## src/rtl/digit_buffer_pkg.sv

```systemverilog
// digit_pkg: shared definitions for the keypad digit-entry path.
//   overflow_mode_e  - policy when a digit arrives while the buffer is full
//   DEFAULT_DIGIT_W  - digit code width shared by the keypad decoder,
//                      digit_buffer and the display driver
package digit_pkg;

    typedef enum logic {
        OVF_REJECT = 1'b0,  // drop the new digit, keep contents
        OVF_SHIFT  = 1'b1   // discard the oldest digit, take the new one
    } overflow_mode_e;

    localparam int DEFAULT_DIGIT_W = 4;

endpackage

```

## src/rtl/digit_buffer_edge_detect.sv

```systemverilog
// edge_detect: 1-bit rising-edge detector with synchronous active-high reset.
// Ports:
//   clk    in   system clock
//   reset  in   synchronous, active-high; clears the edge history
//   level  in   level-sensitive strobe
//   rise   out  high in the cycle where level is high and was low last cycle
module edge_detect (
    input  logic clk,
    input  logic reset,
    input  logic level,
    output logic rise
);

    logic prev;

    // NOTE: sequential state uses non-blocking assignments so every flop
    // samples the pre-edge value of its inputs regardless of block ordering.
    always_ff @(posedge clk) begin
        if (reset) prev <= 1'b0;
        else       prev <= level;
    end

    // Combinational so the edge is consumed on the same clock that first
    // samples the strobe high.
    assign rise = level & ~prev;

endmodule

```

## src/rtl/digit_buffer.sv

```systemverilog
// digit_buffer: right-justified keypad digit-entry buffer.
// Ports:
//   clk         in   system clock
//   reset       in   synchronous, active-high
//   digit       in   keypad digit code, sampled on a valid rising edge
//   valid       in   digit strobe (level, edge-qualified internally)
//   back        in   backspace strobe (level, edge-qualified internally)
//   clear       in   empties the buffer every cycle it is high
//   out         out  packed digits, newest in the least significant slot
//   digit_mask  out  thermometer mask of occupied slots
//   count       out  number of occupied digits
//   full        out  count == DIGITS
//   accept      out  one-cycle pulse: a digit was stored
//   overflow    out  one-cycle pulse: a digit arrived while full
module digit_buffer
    import digit_pkg::*;
#(
    parameter int             DIGITS        = 4,
    parameter int             DIGIT_W       = DEFAULT_DIGIT_W,
    parameter overflow_mode_e OVERFLOW_MODE = OVF_REJECT
) (
    input  logic                          clk,
    input  logic                          reset,
    input  logic [DIGIT_W-1:0]            digit,
    input  logic                          valid,
    input  logic                          back,
    input  logic                          clear,
    output logic [DIGITS*DIGIT_W-1:0]     out,
    output logic [DIGITS-1:0]             digit_mask,
    output logic [$clog2(DIGITS+1)-1:0]   count,
    output logic                          full,
    output logic                          accept,
    output logic                          overflow
);

    localparam int CNT_W = $clog2(DIGITS + 1);
    localparam int LOW_W = (DIGITS - 1) * DIGIT_W;

    logic valid_rise;
    logic back_rise;

    // Edge history keeps running through clear; only reset wipes it.
    edge_detect u_valid_edge (
        .clk   (clk),
        .reset (reset),
        .level (valid),
        .rise  (valid_rise)
    );

    edge_detect u_back_edge (
        .clk   (clk),
        .reset (reset),
        .level (back),
        .rise  (back_rise)
    );

    // Priority: reset > clear > back edge > valid edge. A lower-priority edge
    // in the same cycle is simply not acted on; its edge register still
    // advances, so it is consumed.
    always_ff @(posedge clk) begin
        if (reset) begin
            out      <= '0;
            count    <= '0;
            accept   <= 1'b0;
            overflow <= 1'b0;
        end else begin
            accept   <= 1'b0;
            overflow <= 1'b0;
            if (clear) begin
                out   <= '0;
                count <= '0;
            end else if (back_rise) begin
                // Empty buffer: no-op, no pulses.
                if (count != '0) begin
                    out   <= out >> DIGIT_W;
                    count <= count - CNT_W'(1);
                end
            end else if (valid_rise) begin
                if (!full) begin
                    out    <= {out[LOW_W-1:0], digit};
                    count  <= count + CNT_W'(1);
                    accept <= 1'b1;
                end else begin
                    overflow <= 1'b1;
                    // Shift mode drops the oldest digit off the top; count
                    // stays at DIGITS.
                    if (OVERFLOW_MODE == OVF_SHIFT) begin
                        out    <= {out[LOW_W-1:0], digit};
                        accept <= 1'b1;
                    end
                end
            end
        end
    end

    // NOTE: every always_comb output gets a default before the loop so no
    // path leaves it unassigned and no latch is inferred.
    always_comb begin
        digit_mask = '0;
        for (int i = 0; i < DIGITS; i++) begin
            digit_mask[i] = (CNT_W'(i) < count);
        end
    end

    assign full = (count == CNT_W'(DIGITS));

endmodule

```

## config.mk

```make
export PLATFORM = sky130hd
export DESIGN_NAME = digit_buffer
export DESIGN_NICKNAME = d
export VERILOG_FILES = /design/src/rtl/digit_buffer_pkg.sv /design/src/rtl/digit_buffer_edge_detect.sv /design/src/rtl/digit_buffer.sv
export SDC_FILE = /design/constraint.sdc
export NUM_CORES = 1
export LEC_CHECK = 0
export BUFFER_PORTS_ARGS = -buffer_cell sky130_fd_sc_hd__buf_4
export CELL_PAD_IN_SITES_DETAIL_PLACEMENT = 0
export CELL_PAD_IN_SITES_GLOBAL_PLACEMENT = 1
export CORE_UTILIZATION = 30
export DETAILED_ROUTE_END_ITERATION = 10
export GPL_TIMING_DRIVEN = 0
export PLACE_DENSITY = 0.72
export SETUP_SLACK_MARGIN = 0.1
export SLEW_MARGIN = 5
export SYNTH_ARGS = -nofsm -noshare
export SYNTH_HDL_FRONTEND = slang
export SYNTH_SLANG_ARGS = --single-unit
export TNS_END_PERCENT = 5
```

## constraint.sdc

```tcl
create_clock -name clk -period 2.2 [get_ports clk]
set_input_delay 0.44 -clock clk [delete_from_list [all_inputs] [get_ports clk]]
set_output_delay 0.44 -clock clk [all_outputs]
set_load 0.02 [all_outputs]
```

After elaboration in Yosys (flattened, before gate mapping)
Index checks and enable logic that the tools add are counted.
{"block": "classes", "addsub": 2, "mul": 0, "div_mod_pow": 0, "n_lt_le_gt_ge": 4, "eq_ne": 3, "shifts": 0, "muxes": 10, "bitwise": 5, "reduce_logical": 5}
{"op": "$mux 16", "count": 4}
{"op": "$mux 3", "count": 4}
{"op": "$lt 1x3->1 const A", "count": 2}
{"op": "$lt 2x3->1 const A", "count": 2}
{"op": "$ne 2x1->1 const B", "count": 2}
{"op": "$reduce_or 4->1", "count": 1}
{"op": "$add 3x1->3 const B", "count": 1}
{"op": "$eq 3x3->1 const B", "count": 1}
{"op": "$not 1->1", "count": 3}
{"op": "$reduce_and 3->1", "count": 1}
{"op": "$reduce_bool 3->1", "count": 1}
{"op": "$sub 3x1->3 const B", "count": 1}
{"op": "$and 1x1->1", "count": 2}
{"op": "$mux 1", "count": 2}
{"op": "$reduce_bool 2->1", "count": 1}
{"op": "$reduce_or 2->1", "count": 1}
{"block": "totals", "regBits": 23, "latch_bits": 0, "mem_bits_rw": 0, "romBits": 0, "in_bits": 9, "word_cells": 35, "n_memories": 0}

Logic depth before layout (Yosys ltp)
{"block": "depth", "depth_word": 4, "mapped_depth": 8}

Cells and area by module
A second synthesis with hierarchy kept.
{"block": "hier_totals", "cells_unflattened": 95, "area_unflattened_um2": 1083.5}
{"mod": "digit_buffer", "instances": 1, "cells_per_inst": 89, "area_per_inst_um2": 988.4, "seq_area_each_um2": 420.4}
{"mod": "edge_detect", "instances": 2, "cells_per_inst": 3, "area_per_inst_um2": 47.5, "seq_area_each_um2": 20.0}

Worst setup path before layout
OpenSTA, ideal clock, no wires.
{"block": "synth_path", "kind": "reg-to-reg", "from": "register count[0]", "to": "register count[2]", "setup_time_ns": 0.123, "arrival_time_ns": 1.589, "required_ns": 2.077, "setup_slack_ns": 0.488, "path_stages_with_launch": 8, "path_buffers": 1, "synth_period_minus_slack_ns": 1.712, "path_cell_list": "dfxtp_1 inv_1 ha_1 nand2_1 and3_4 buf_6 a22oi_2 mux2_1"}
{"block": "synth_via", "elab_chain_cells": 4, "elab_cells_between_ends": 11, "classes_between": "2 x add/sub; 3 x eq/ne; 4 x mux; 2 x reduce/logical"}
{"element": "from (decl)", "line_no": "digit_buffer.sv:30", "rtl": "output logic [$clog2(DIGITS+1)-1:0] count,"}
{"element": "from (signal assigned)", "line_no": "digit_buffer.sv:76", "rtl": "count <= count - CNT_W'(1);"}
{"element": "from (signal assigned)", "line_no": "digit_buffer.sv:81", "rtl": "count <= count + CNT_W'(1);"}
{"element": "$add 3x1->3", "line_no": "digit_buffer.sv:81"}
{"element": "$mux 3", "line_no": "digit_buffer.sv:79", "rtl": "if (!full) begin"}
{"element": "$mux 3", "line_no": "digit_buffer.sv:78", "rtl": "end else if (valid_rise) begin"}
{"element": "$mux 3", "line_no": "digit_buffer.sv:72", "rtl": "end else if (back_rise) begin"}
Parallel ways exist; a longest one is shown, timed or not. The select of a mux whose other input is x is not followed.
A chain may end at the register's enable or synchronous reset.

Final worst setup path
{"block": "layout_path", "from": "register count[0]", "to": "output full"}
{"block": "layout_via", "elab_chain_cells": 1}
{"element": "$eq 3x3->1", "line_no": "digit_buffer.sv:105", "rtl": "assign full = (count == CNT_W'(DIGITS));"}
{"element": "to (decl)", "line_no": "digit_buffer.sv:31", "rtl": "output logic full,"}
No other way between the ends.

==> summary.md <==
| Metric | Value |
|---|---|
| Drt first-iter violations | 16 |
| Clk Latency, worst-skew pair | 320 ps |
| Sink Count | 23 |
| First-pass GRT wire length | 4.55 mm |
| Vias | 968 |
| Slowest cell on the critical path | dfxtp_1 |
| Compound-gate portion of the synthesized area | 0.144 |
| Final #Nets | 168 |
| Unrepaired setup endpoints after global routing | false |
| All-layer global routing usage | 0.147 |
| Antenna diodes | 0 |
| Post-cts repair resize count | 0 |
| Critical-path maximum fanout | 6 |
| Max Clk Rate | 543 MHz |
| R2r worst-path depth | 6 |
| Vias in the first global route | 977 |
| Post-CTS setup repair buffer count | 0 |
| Max-Cap Viols | 0 |
| Clock Tree Root | clkbuf_4 |
| Post-layout min period | 1840 ps |
| Worst-path cell chain | inv_1, ha_1, nand2_1, inv_1, buf_4 |
| Total CTS buffers | 3 |
| Setup tns final | 0 ps |
| Measured slew at the worst slew-check pin | 550 ps |
| Commonest non-fill, non-tap cell in the layout | buf_4 |
| Antenna viol nets, final | 0 |
| Layout cell share with drive strength beyond 1 | 0.329 |
| DIE HEIGHT | 62.6 um |
| Multiplexer share of the synthesized area | 0.119 |
| Final Hold Fails | 0 |
| Synthesized Nets | 129 |
| Skew final | 6.29 ps |
| Critical Path Max Stage Delay | 440 ps |
| DPL Wire Length | 1.90 mm |
| Post-Place Cell Area | 1410 um^2 |
| Synth unique cells | 29 |
| Synth-to-layout area growth | 30.9% |
| Max H-tree Level | 1 |
| Simple-Gate Fraction of Synth Area | 0.199 |
| Max Root-Sink Buffers | 2 |
| Post-route cell area | 1440 um^2 |
| Worst vdd ir | 303 uV |
| Fin Hold WS | 285 ps |
| Hold WC Path Type | in2reg |
| Syn Area/Cell | 9.41 um^2 |
| Residual DRC count | 0 |
| Pleak | 0.000642 uW |
| Total Wirelength | 2.60 mm |
| CTS tree | yes |
| Critical Path Source Type | register |
| Initial antenna violation count | 0 |
| Crit. End Element | output pin |
| Final setup viols | 0 |
| Grt ovf | 0 |
| Final Max Slew Viols | 0 |
| Final setup margin | 360 ps |
| Xor/xnor cell area share of the yosys netlist | 0.00795 |
| Synthesized flop and latch total | 23 |
| Initial core utilization | 0.322 |
| Max transition margin | 0.634 |
| # IOs | 35 |
| Largest net degree at the start of global routing | 14 |
| WS Path Type | reg2out |
| DRT Pass-1 Iters | 3 |
| Hold buffer count at CTS | 0 |
| # rows | 21 |
| Outcome | complete, no violations |
| Area of the die | 3920 um^2 |
| Dpl ws | 368 ps |
| Clk slew on worst S/H paths | 140 ps |
| Routability Congestion | 0.731 |
| YS warnings | 0 |
| Critical path's most frequent cell | inv_1 |
| WP data arrival | 1400 ps |
| Most frequent cells in the layout | buf_4 (36), dfxtp_1 (23), nor3_1 (14) |
| Via/cell ratio | 4.82 |
| Sequential share of the synthesized area | 0.418 |
| Synthesized area | 1100 um^2 |
| Period utilisation layout | 0.836 |
| Synth Area in Adders | 0.0341 |
| Cells after synthesis | 117 |
| PwrDens | 583 nW/um^2 |
| Largest family of logic cells by synthesized area | simple AND/OR/NAND/NOR gates |
| Port-buffer cells | 34 |
| Die Width | 62.6 um |
| Core area | 3420 um^2 |
| Avg WL per Cell | 12.9 um |
| Worst Hold Depth | 2 |
| WP data required | 1760 ps |
==> final timing paths <==
kind         slack, ps                      endpoint                   from
max                360                          full  count[0]$_SDFFE_PP0P_
min                290  u_valid_edge.prev$_SDFF_PP0_                  reset
max reg2reg        360           out[8]$_SDFFE_PP0P_  count[0]$_SDFFE_PP0P_
min reg2reg        490          out[12]$_SDFFE_PP0P_   out[12]$_SDFFE_PP0P_
==> synth_stat cells, drive strengths merged <==
library cell,n,area share
a211oi,13,0.089
a21o,1,0.0068
a22oi,1,0.011
and2,1,0.0057
and2b,1,0.0068
and3,1,0.010
buf,8,0.057
clkbuf,3,0.010
dfxtp,23,0.42
ha,3,0.034
inv,3,0.010
mux2,1,0.010
mux2i,12,0.11
nand2,7,0.024
nand2b,1,0.0057
nand3,5,0.023
nor2,4,0.020
nor2b,4,0.023
nor3,14,0.064
o211ai,1,0.0068
o21ai,6,0.031
or2,2,0.011
or3,1,0.0057
xnor2,1,0.0080
==> per-layer routing <==
layer	vias up	routed length, um	share of wire	global-route usage
met3	2	101	0.039	0.0219
li1	494	-	-	-
met5	-	0	0	0
met2	19	1250	0.48	0.261
met4	0	19	0.0073	0.0610
met1	453	1230	0.47	0.176
==> registers in the layout, summed over array words and instances (netlist names) <==
name / count
out: 16
count: 3
accept: 1
overflow: 1
u_back_edge.prev: 1
u_valid_edge.prev: 1
==> cell type report <==
| cell class | instances | area (um^2) |
|---|---|---|
| well taps | 46 | 57.6 |
| fillers | 362 | 1970 |
| clock buffers | 3 | 22.5 |
| inverters | 3 | 11.3 |
| clock inverters | 1 | 5.00 |
| repair buffers | 34 | 255 |
| flip-flops and latches | 23 | 460 |
| plain buffers | 11 | 73.8 |
| multi-input cells | 80 | 556 |
==> per-stage QoR <==
stage | std cells | util | power [uW]
6_report | 201 | 0.422 | 840
5_1_grt | 201 | 0.422 | 888
4_1_cts | 201 | 0.422 | 849
3_5_place_dp | 197 | 0.414 | 645
3_3_place_gp | 197 | 0.414 | 642
2_1_floorplan | 117 | - | 579
==> cell families (layout without fill, tap and decap cells) <==
logic type,count (synthesis),in the layout
compound gates,22,22
buf+inv,14,52
fa+ha+maj,3,3
simple gates,41,41
flops,23,23
xor+xnor,1,1
mux,13,13
==> worst max-delay path, delay by kind of cell, from the launching register on <==
| kind | cells | cell delay [ps] |
|---|---|---|
| flip-flops | 1 | 440 |
| buffers and inverters | 3 | 310 |
| AND/OR/NAND/NOR | 1 | 120 |
| adder cells (fa/ha/maj) | 1 | 220 |
==> power by group <==
group,switching [uW],internal (uW),total [uW]
clock network,138,68.0,206
logic,103,83.6,186
registers,15.3,432,448
total,256,584,840
Power figures use the tool's default switching activity.
